File: config.mk
export PLATFORM = sky130hd
export DESIGN_NAME = inst_mem_flat
export DESIGN_NICKNAME = d
export VERILOG_FILES = /design/src/rtl/inst_mem_if.sv /design/src/rtl/inst_mem.sv /design/src/flat_wrapper.sv
export SDC_FILE = /design/constraint.sdc
export NUM_CORES = 1
export LEC_CHECK = 0
export CORE_MARGIN = 3
export CORE_UTILIZATION = 40
export CTS_CLUSTER_SIZE = 28
export DETAILED_ROUTE_END_ITERATION = 10
export PLACE_DENSITY_LB_ADDON = 0.25
export SETUP_SLACK_MARGIN = 0.5
export SLEW_MARGIN = 20
export SYNTH_ARGS = -nofsm -noshare
export SYNTH_HDL_FRONTEND = slang
export SYNTH_SLANG_ARGS = --single-unit
File: constraint.sdc
create_clock -name clk -period 2.3 [get_ports clk]
set_input_delay 0.69 -clock clk [delete_from_list [all_inputs] [get_ports clk]]
set_output_delay 0.69 -clock clk [all_outputs]
set_load 0.1 [all_outputs]
File: src/rtl/inst_mem_if.sv
// Fetch and program-load signal bundle between the processor/board and inst_mem.
interface inst_mem_if #(
  parameter int AW    = 3,
  parameter int WIDTH = 8
);
  logic             fetch_req;
  logic [AW-1:0]    fetch_addr;
  logic [WIDTH-1:0] instruction;
  logic             fetch_valid;
  logic             fetch_err;
  logic             load_stb;
  logic [WIDTH-1:0] load_data;
  logic             load_restart;
  logic             ready;
  logic [AW-1:0]    wr_ptr;

  // Requester side: processor fetch port plus board load inputs.
  modport master (
    output fetch_req, fetch_addr, load_stb, load_data, load_restart,
    input  instruction, fetch_valid, fetch_err, ready, wr_ptr
  );

  // Memory side.
  modport slave (
    input  fetch_req, fetch_addr, load_stb, load_data, load_restart,
    output instruction, fetch_valid, fetch_err, ready, wr_ptr
  );
endinterface

File: src/rtl/inst_mem.sv
// Instruction store: byte-serial program load with auto-incrementing pointer,
// registered single-cycle fetch served only once a full image is loaded.
module inst_mem #(
  parameter int DEPTH = 8,
  parameter int AW    = 3,
  parameter int WIDTH = 8
) (
  input logic       clk,
  input logic       rst,
  inst_mem_if.slave bus
);

  localparam logic [0:0] S_LOAD = 1'b0;
  localparam logic [0:0] S_RUN  = 1'b1;

  logic [0:0]       state_q, state_d;
  logic [AW-1:0]    wr_ptr_q, wr_ptr_d;
  logic             wr_en;
  logic             serve;
  logic [WIDTH-1:0] mem_q [DEPTH];
  logic [WIDTH-1:0] instr_q;
  logic             fetch_valid_q;
  logic             fetch_err_q;

  // Load control: restart has priority over a coincident strobe; the write at
  // the last entry wraps the pointer and makes the image ready.
  always_comb begin
    state_d  = state_q;
    wr_ptr_d = wr_ptr_q;
    wr_en    = 1'b0;
    if (bus.load_restart) begin
      wr_ptr_d = '0;
      state_d  = S_LOAD;
    end else if (state_q == S_LOAD && bus.load_stb) begin
      wr_en    = 1'b1;
      wr_ptr_d = wr_ptr_q + AW'(1);
      if (wr_ptr_q == AW'(DEPTH - 1)) begin
        state_d = S_RUN;
      end
    end
  end

  // Readiness is taken from the current state, so a request alongside the
  // final write is rejected and one alongside a restart is still served.
  always_comb begin
    serve = bus.fetch_req && (state_q == S_RUN);
  end

  // State and write pointer registers.
  always_ff @(posedge clk or negedge rst) begin
    if (!rst) begin
      state_q  <= S_LOAD;
      wr_ptr_q <= '0;
    end else begin
      state_q  <= state_d;
      wr_ptr_q <= wr_ptr_d;
    end
  end

  // Storage array, cleared by reset, written only by an accepted load strobe.
  always_ff @(posedge clk or negedge rst) begin
    if (!rst) begin
      for (int unsigned i = 0; i < DEPTH; i++) begin
        mem_q[i] <= '0;
      end
    end else if (wr_en) begin
      mem_q[wr_ptr_q] <= bus.load_data;
    end
  end

  // Fetch response: instruction updates only on a served request.
  always_ff @(posedge clk or negedge rst) begin
    if (!rst) begin
      instr_q       <= '0;
      fetch_valid_q <= 1'b0;
      fetch_err_q   <= 1'b0;
    end else begin
      fetch_valid_q <= serve;
      fetch_err_q   <= bus.fetch_req && !serve;
      if (serve) begin
        instr_q <= mem_q[bus.fetch_addr];
      end
    end
  end

  assign bus.instruction = instr_q;
  assign bus.fetch_valid = fetch_valid_q;
  assign bus.fetch_err   = fetch_err_q;
  assign bus.ready       = (state_q == S_RUN);
  assign bus.wr_ptr      = wr_ptr_q;

endmodule

File: src/flat_wrapper.sv
// flat-port wrapper written by rule: the top's interface ports become plain ports
module inst_mem_flat 
#(
  parameter int DEPTH = 8,
  parameter int AW    = 3,
  parameter int WIDTH = 8
)
  (clk, rst, bus_fetch_req, bus_fetch_addr, bus_load_stb, bus_load_data, bus_load_restart, bus_instruction, bus_fetch_valid, bus_fetch_err, bus_ready, bus_wr_ptr);
  inst_mem_if #(.AW(AW), .WIDTH(WIDTH)) bus_i ();
  input logic clk;
  input logic rst;
  input wire logic [$bits(bus_i.fetch_req)-1:0] bus_fetch_req;
  input wire logic [$bits(bus_i.fetch_addr)-1:0] bus_fetch_addr;
  input wire logic [$bits(bus_i.load_stb)-1:0] bus_load_stb;
  input wire logic [$bits(bus_i.load_data)-1:0] bus_load_data;
  input wire logic [$bits(bus_i.load_restart)-1:0] bus_load_restart;
  output wire logic [$bits(bus_i.instruction)-1:0] bus_instruction;
  output wire logic [$bits(bus_i.fetch_valid)-1:0] bus_fetch_valid;
  output wire logic [$bits(bus_i.fetch_err)-1:0] bus_fetch_err;
  output wire logic [$bits(bus_i.ready)-1:0] bus_ready;
  output wire logic [$bits(bus_i.wr_ptr)-1:0] bus_wr_ptr;
  assign bus_i.fetch_req = bus_fetch_req;
  assign bus_i.fetch_addr = bus_fetch_addr;
  assign bus_i.load_stb = bus_load_stb;
  assign bus_i.load_data = bus_load_data;
  assign bus_i.load_restart = bus_load_restart;
  assign bus_instruction = bus_i.instruction;
  assign bus_fetch_valid = bus_i.fetch_valid;
  assign bus_fetch_err = bus_i.fetch_err;
  assign bus_ready = bus_i.ready;
  assign bus_wr_ptr = bus_i.wr_ptr;
  inst_mem #(.DEPTH(DEPTH), .AW(AW), .WIDTH(WIDTH)) u_core (.clk(clk), .rst(rst), .bus(bus_i));
endmodule
# Word level (Yosys, flattened, before mapping)
# Index checks and enable logic that the tools add are counted.
[classes]
order_cmp = 3
eq_ne = 1
bitwise_logic = 3
n_addsub = 1
muxes = 13
n_reduce_logical = 8
[ops]
columns = ["operator", "count"]
rows = [
  ["$bwmux W64", 1],
  ["$bmux W8 S3", 1],
  ["$demux W8 S3", 1],
  ["$mux W8", 3],
  ["$ge A4 B4 Y1 const B", 2],
  ["$not A3 Y4", 2],
  ["$mux W3", 2],
  ["$mux W1", 5],
  ["$logic_and A1 B1 Y1", 4],
  ["$lt A4 B1 Y1 const B", 1],
  ["$reduce_bool A2 Y1", 2],
  ["$add A3 B1 Y3 const B", 1],
  ["$eq A3 B3 Y1 const B", 1],
  ["$reduce_and A2 Y1", 1],
  ["$logic_not A1 Y1", 1],
  ["$not A1 Y1", 1],
]
[word_totals]
inputBits = 16
reg_bits = 78
out_inout_bits = 14

# Depth between registers and ports, before layout
[depth]
depth_word = 6
mapped_depth = 5
mapped_depth_nobuf = 4

# Least setup slack after synthesis
# OpenSTA, ideal clock, no wires.
[synth_path]
path_kind = "flip-flop to flip-flop"
start = "reg u_core.wr_ptr_q[0], in the netlist u_core.bus.wr_ptr[0]"
end = "reg u_core.mem_q[0] in the netlist's numbering"
arrival_time_ns = 1.967
stages_incl_launch_ff = 5
path_slack_ns = 0.208
period_less_slack_ns = 2.092
t_required_ns = 2.175
path_cell_list = "dfrtp_1 and4bb_1 and3_1 buf_6 mux2_4"
[synth_between]
elab_chain_cells = 6
word_cells_on_any_way = 7
[synth_rtl]
columns = ["element", "line_no", "rtl"]
rows = [
  ["start: declaration", "inst_mem.sv:17", "logic [AW-1:0] wr_ptr_q, wr_ptr_d;"],
  ["start signal: assignment", "inst_mem.sv:56", "wr_ptr_q <= wr_ptr_d;"],
  ["$not A3 Y4 (not written as such) *", "inst_mem.sv:67", "mem_q[wr_ptr_q] <= bus.load_data;"],
  ["$ge A4 B4 Y1 (not written as such) or $lt A4 B1 Y1 (tied branches)", "inst_mem.sv:67", ""],
  ["$logic_and A1 B1 Y1 (not written as such)", "inst_mem.sv:67", ""],
  ["$mux W8 (not written as such)", "inst_mem.sv:67", ""],
  ["$demux W8 S3 *", "inst_mem.sv:67", ""],
  ["$bwmux W64 *", "inst_mem.sv:67", ""],
  ["end signal: indexed assignment", "inst_mem.sv:67", ""],
  ["end: declaration", "inst_mem.sv:20", "logic [WIDTH-1:0] mem_q [DEPTH];"],
]
# Mark *: on every way between the ends. The rest lies on a longest branch, timed or not.
# A chain may end at the register's enable or synchronous reset.

# Worst setup path after layout
[layout_path]
start = "in bus_load_restart"
end = "reg u_core.mem_q[50] in the netlist's numbering"
[layout_between]
elab_chain_cells = 1
[layout_rtl]
columns = ["element", "line_no", "rtl"]
rows = [
  ["start: declaration", "flat_wrapper.sv:16", "input wire logic [$bits(bus_i.load_restart)-1:0] bus_load_restart;"],
  ["$mux W1", "inst_mem.sv:31", "if (bus.load_restart) begin"],
]
# No other way between the ends.

==> run summary <==
Status: completed
Top post-synthesis cells by count: dfrtp_1 (78), mux2_2 (71), mux2i_1 (18)
Dominant synthesized flop cell: dfrtp_1
Overall Global Routing Usage: 16.46%
Nets: 309
Data required time at the worst endpoint: 2.53 ns
Final hold violation count: 0
Crit path launch type: primary input
Port buffer count: 29
R2r startpoint: u_core.bus.wr_ptr[0]$_DFFE_PN0P_
Synth area leader: dfrtp_1
Final Util: 51.74%
Area share of the largest cell type after synthesis: 55.50%
WL met2: 3703 um
# IOs: 30
CTS tree: built
Post-detail-place hpwl: 4886 um
HP Class: in2async
Final Max Slew Viols: 0
Clk buf depth: 2
WL/cell: 18.92 um
Mapped Cells: 246
Syn. warnings: 0
Pleak: 2.114 nW
Post-synthesis sequential area ratio: 55.50%
Final Cycle Share: 76.43%
Least-Margin Pin Slew: 0.4221 ns
Hold-fix buffers, CTS: 0
Drt initial violations: 70
GRT overflow: 0
Arr. time, crit path: 1.99 ns
Max Used Layer: met4
RSZ-0062 raised after global routing: false
Layout area overhead: 23.30%
Top post-synthesis cells by area: dfrtp_1 (55%), mux2_2 (23%), mux2i_1 (5.1%)
Global-route wire length before repair: 12220 um
Final setup fails: 0
Die Ht: 99.77 um
Root Buffer: clkbuf_8
Dpl ws: -0.05331 ns
Max-slew headroom: 71.73%
MaxCap Viol Count: 0
DR vias/cell: 5.217
Clk_skew: 0.009828 ns
M1 WL: 3565 um
Mapped Nets: 264
FF-to-FF setup slack: 0.64 ns
Crit path max fanout: 5
Width of the die: 99.77 um
Synth unique cells: 25
Final setup margin: 0.5422 ns
Final wirelength: 7587 um
Tmin final: 1.758 ns
Starting Density: 41.96%
Met3 Wirelength: 230 um
Post-Syn Area: 0.003517 mm^2
Vias in the first global route: 2187
Syn Area/Cell: 14.30 um^2
Placer Congestion: 0.7225
Routed vias: 2092
Number of remaining DRC errors: 0
Router iterations before antenna repair: 4
Clk slew on worst S/H paths: 0.08 ns
Die area: 0.009954 mm^2
Skew-Pair Late Insertion Delay: 0.35 ns
Worst reg-to-reg path cell count: 4
PD cells: 769.6 mW/mm^2
Core area: 0.008382 mm^2
Fmax: 568.9 MHz
CTS buffer count: 9
Inserted Diodes: 0
Site Rows: 33
Worst Setup End Kind: flip-flop
Layout cell share with drive strength beyond 1: 45.27%
Largest net degree at the start of global routing: 61
Sink Count: 78
H-tree levels: 3
Reg-to-reg endpoint: u_core.mem_q[9]$_DFFE_PN0P_
Setup CP Type: in2reg
Flops & latches, synth: 78
Post-synth EDFFs: 0
Initial antenna violation count: 0
Synth async-reset ratio: 100.0%
Post-route ant nets: 0
Top-count cell post-synth: dfrtp_1
Peak supply drop: 353.3 uV
==> per-layer routing <==
layer	up-vias	track usage, %
met4	0	4.202
met2	27	26.37
li1	992	-
met1	1068	21.96
met3	5	4.934
met5	-	0
==> worst max-delay path, stage by stage <==
cell           delay (ns)
dlygate4sd2_1        0.31
and4bb_1             0.25
buf_4                0.14
nand2_1              0.08
buf_4                0.18
mux2_2               0.34
==> registers in the layout (all words and copies together), names as in the netlist <==
register / cells
u_core.bus.fetch_err: 1
u_core.bus.wr_ptr: 3
u_core.bus.fetch_valid: 1
u_core.bus.ready: 1
u_core.bus.instruction: 8
u_core.mem_q: 64
==> how the worst max path moves through the flow <==
stage	startpoint	end	slack, ns	depth (start not counted)
3_5_place_dp	bus_load_restart	u_core.mem_q[1]$_DFFE_PN0P_	-0.05	5
3_3_place_gp	bus_load_restart	u_core.mem_q[7]$_DFFE_PN0P_	-0.04	5
5_1_grt	bus_load_restart	u_core.mem_q[54]$_DFFE_PN0P_	0.50	6
6_report	bus_load_restart	u_core.mem_q[50]$_DFFE_PN0P_	0.54	6
2_1_floorplan	bus_load_restart	u_core.mem_q[10]$_DFFE_PN0P_	0.49	4
4_1_cts	u_core.bus.wr_ptr[1]$_DFFE_PN0P_	bus_wr_ptr[1]	0.50	1
==> what timing repair did <==
item / CTS / global route
gates cloned: 1 / 0
setup buffers: 1 / 0
pin swaps: 2 / 0
hold endpoints to repair: 0 / 0
gates resized for setup: 10 / 3
endpoints found under the setup margin: 72 / 3
==> power by group <==
part | switching, W | total (W) | internal [W]
clock | 0.000474 | 0.00115 | 0.000672
sequential | 0.0000976 | 0.00166 | 0.00157
combinational | 0.000246 | 0.000528 | 0.000282
total | 0.000818 | 0.00334 | 0.00252
==> metrics by stage <==
| step | TNS (ns) | power (W) | std cells | hold slack, ns | cell area [um^2] |
|---|---|---|---|---|---|
| 4_1_cts | 0 | 0.003371 | 401 | 0.2126 | 4327 |
| 3_3_place_gp | -0.5314 | 0.002191 | 383 | 0.4644 | 4044 |
| 2_1_floorplan | 0 | 0.002018 | 246 | 0.3944 | 3528 |
| 3_5_place_dp | -1.089 | 0.002208 | 383 | 0.4755 | 4044 |
| 6_report | 0 | 0.003337 | 401 | 0.2156 | 4337 |
| 5_1_grt | 0 | 0.003502 | 401 | 0.2088 | 4337 |
==> logic make-up after synthesis <==
group | share of synthesized area [%]
compound gates | 5.265
simple gates | 5.016
flops | 55.50
buf+inv | 1.672
fa+ha+maj | 0.7114
xor+xnor | 0.2491
mux | 31.59
==> cells in the final DEF, fill, tap and decap left out, drive strengths merged <==
cell type / instances
a21oi: 1
a22o: 8
and3: 2
and4bb: 1
buf: 29
bufinv: 2
clkbuf: 13
clkdlybuf4s50: 11
clkinvlp: 1
dfrtp: 78
dlygate4sd2: 3
ha: 2
inv: 1
mux2: 80
mux2i: 18
nand2: 16
nand2b: 1
nor2: 6
nor2b: 5
nor4b: 1
o22ai: 8
o31ai: 8
xnor2: 1
==> area by class of cell <==
| type | count | area (um^2) |
|---|---|---|
| Inverter | 1 | 3.754 |
| Clock buffer | 13 | 158.9 |
| Timing Repair Buffer | 43 | 481.7 |
| Clock inverter | 3 | 67.56 |
| Tap cell | 105 | 131.4 |
| Multi-Input combinational cell | 158 | 1534 |
| Fill cell | 715 | 4045 |
| Sequential cell | 78 | 1959 |
Note: power is estimated with default switching activity, not from simulation.
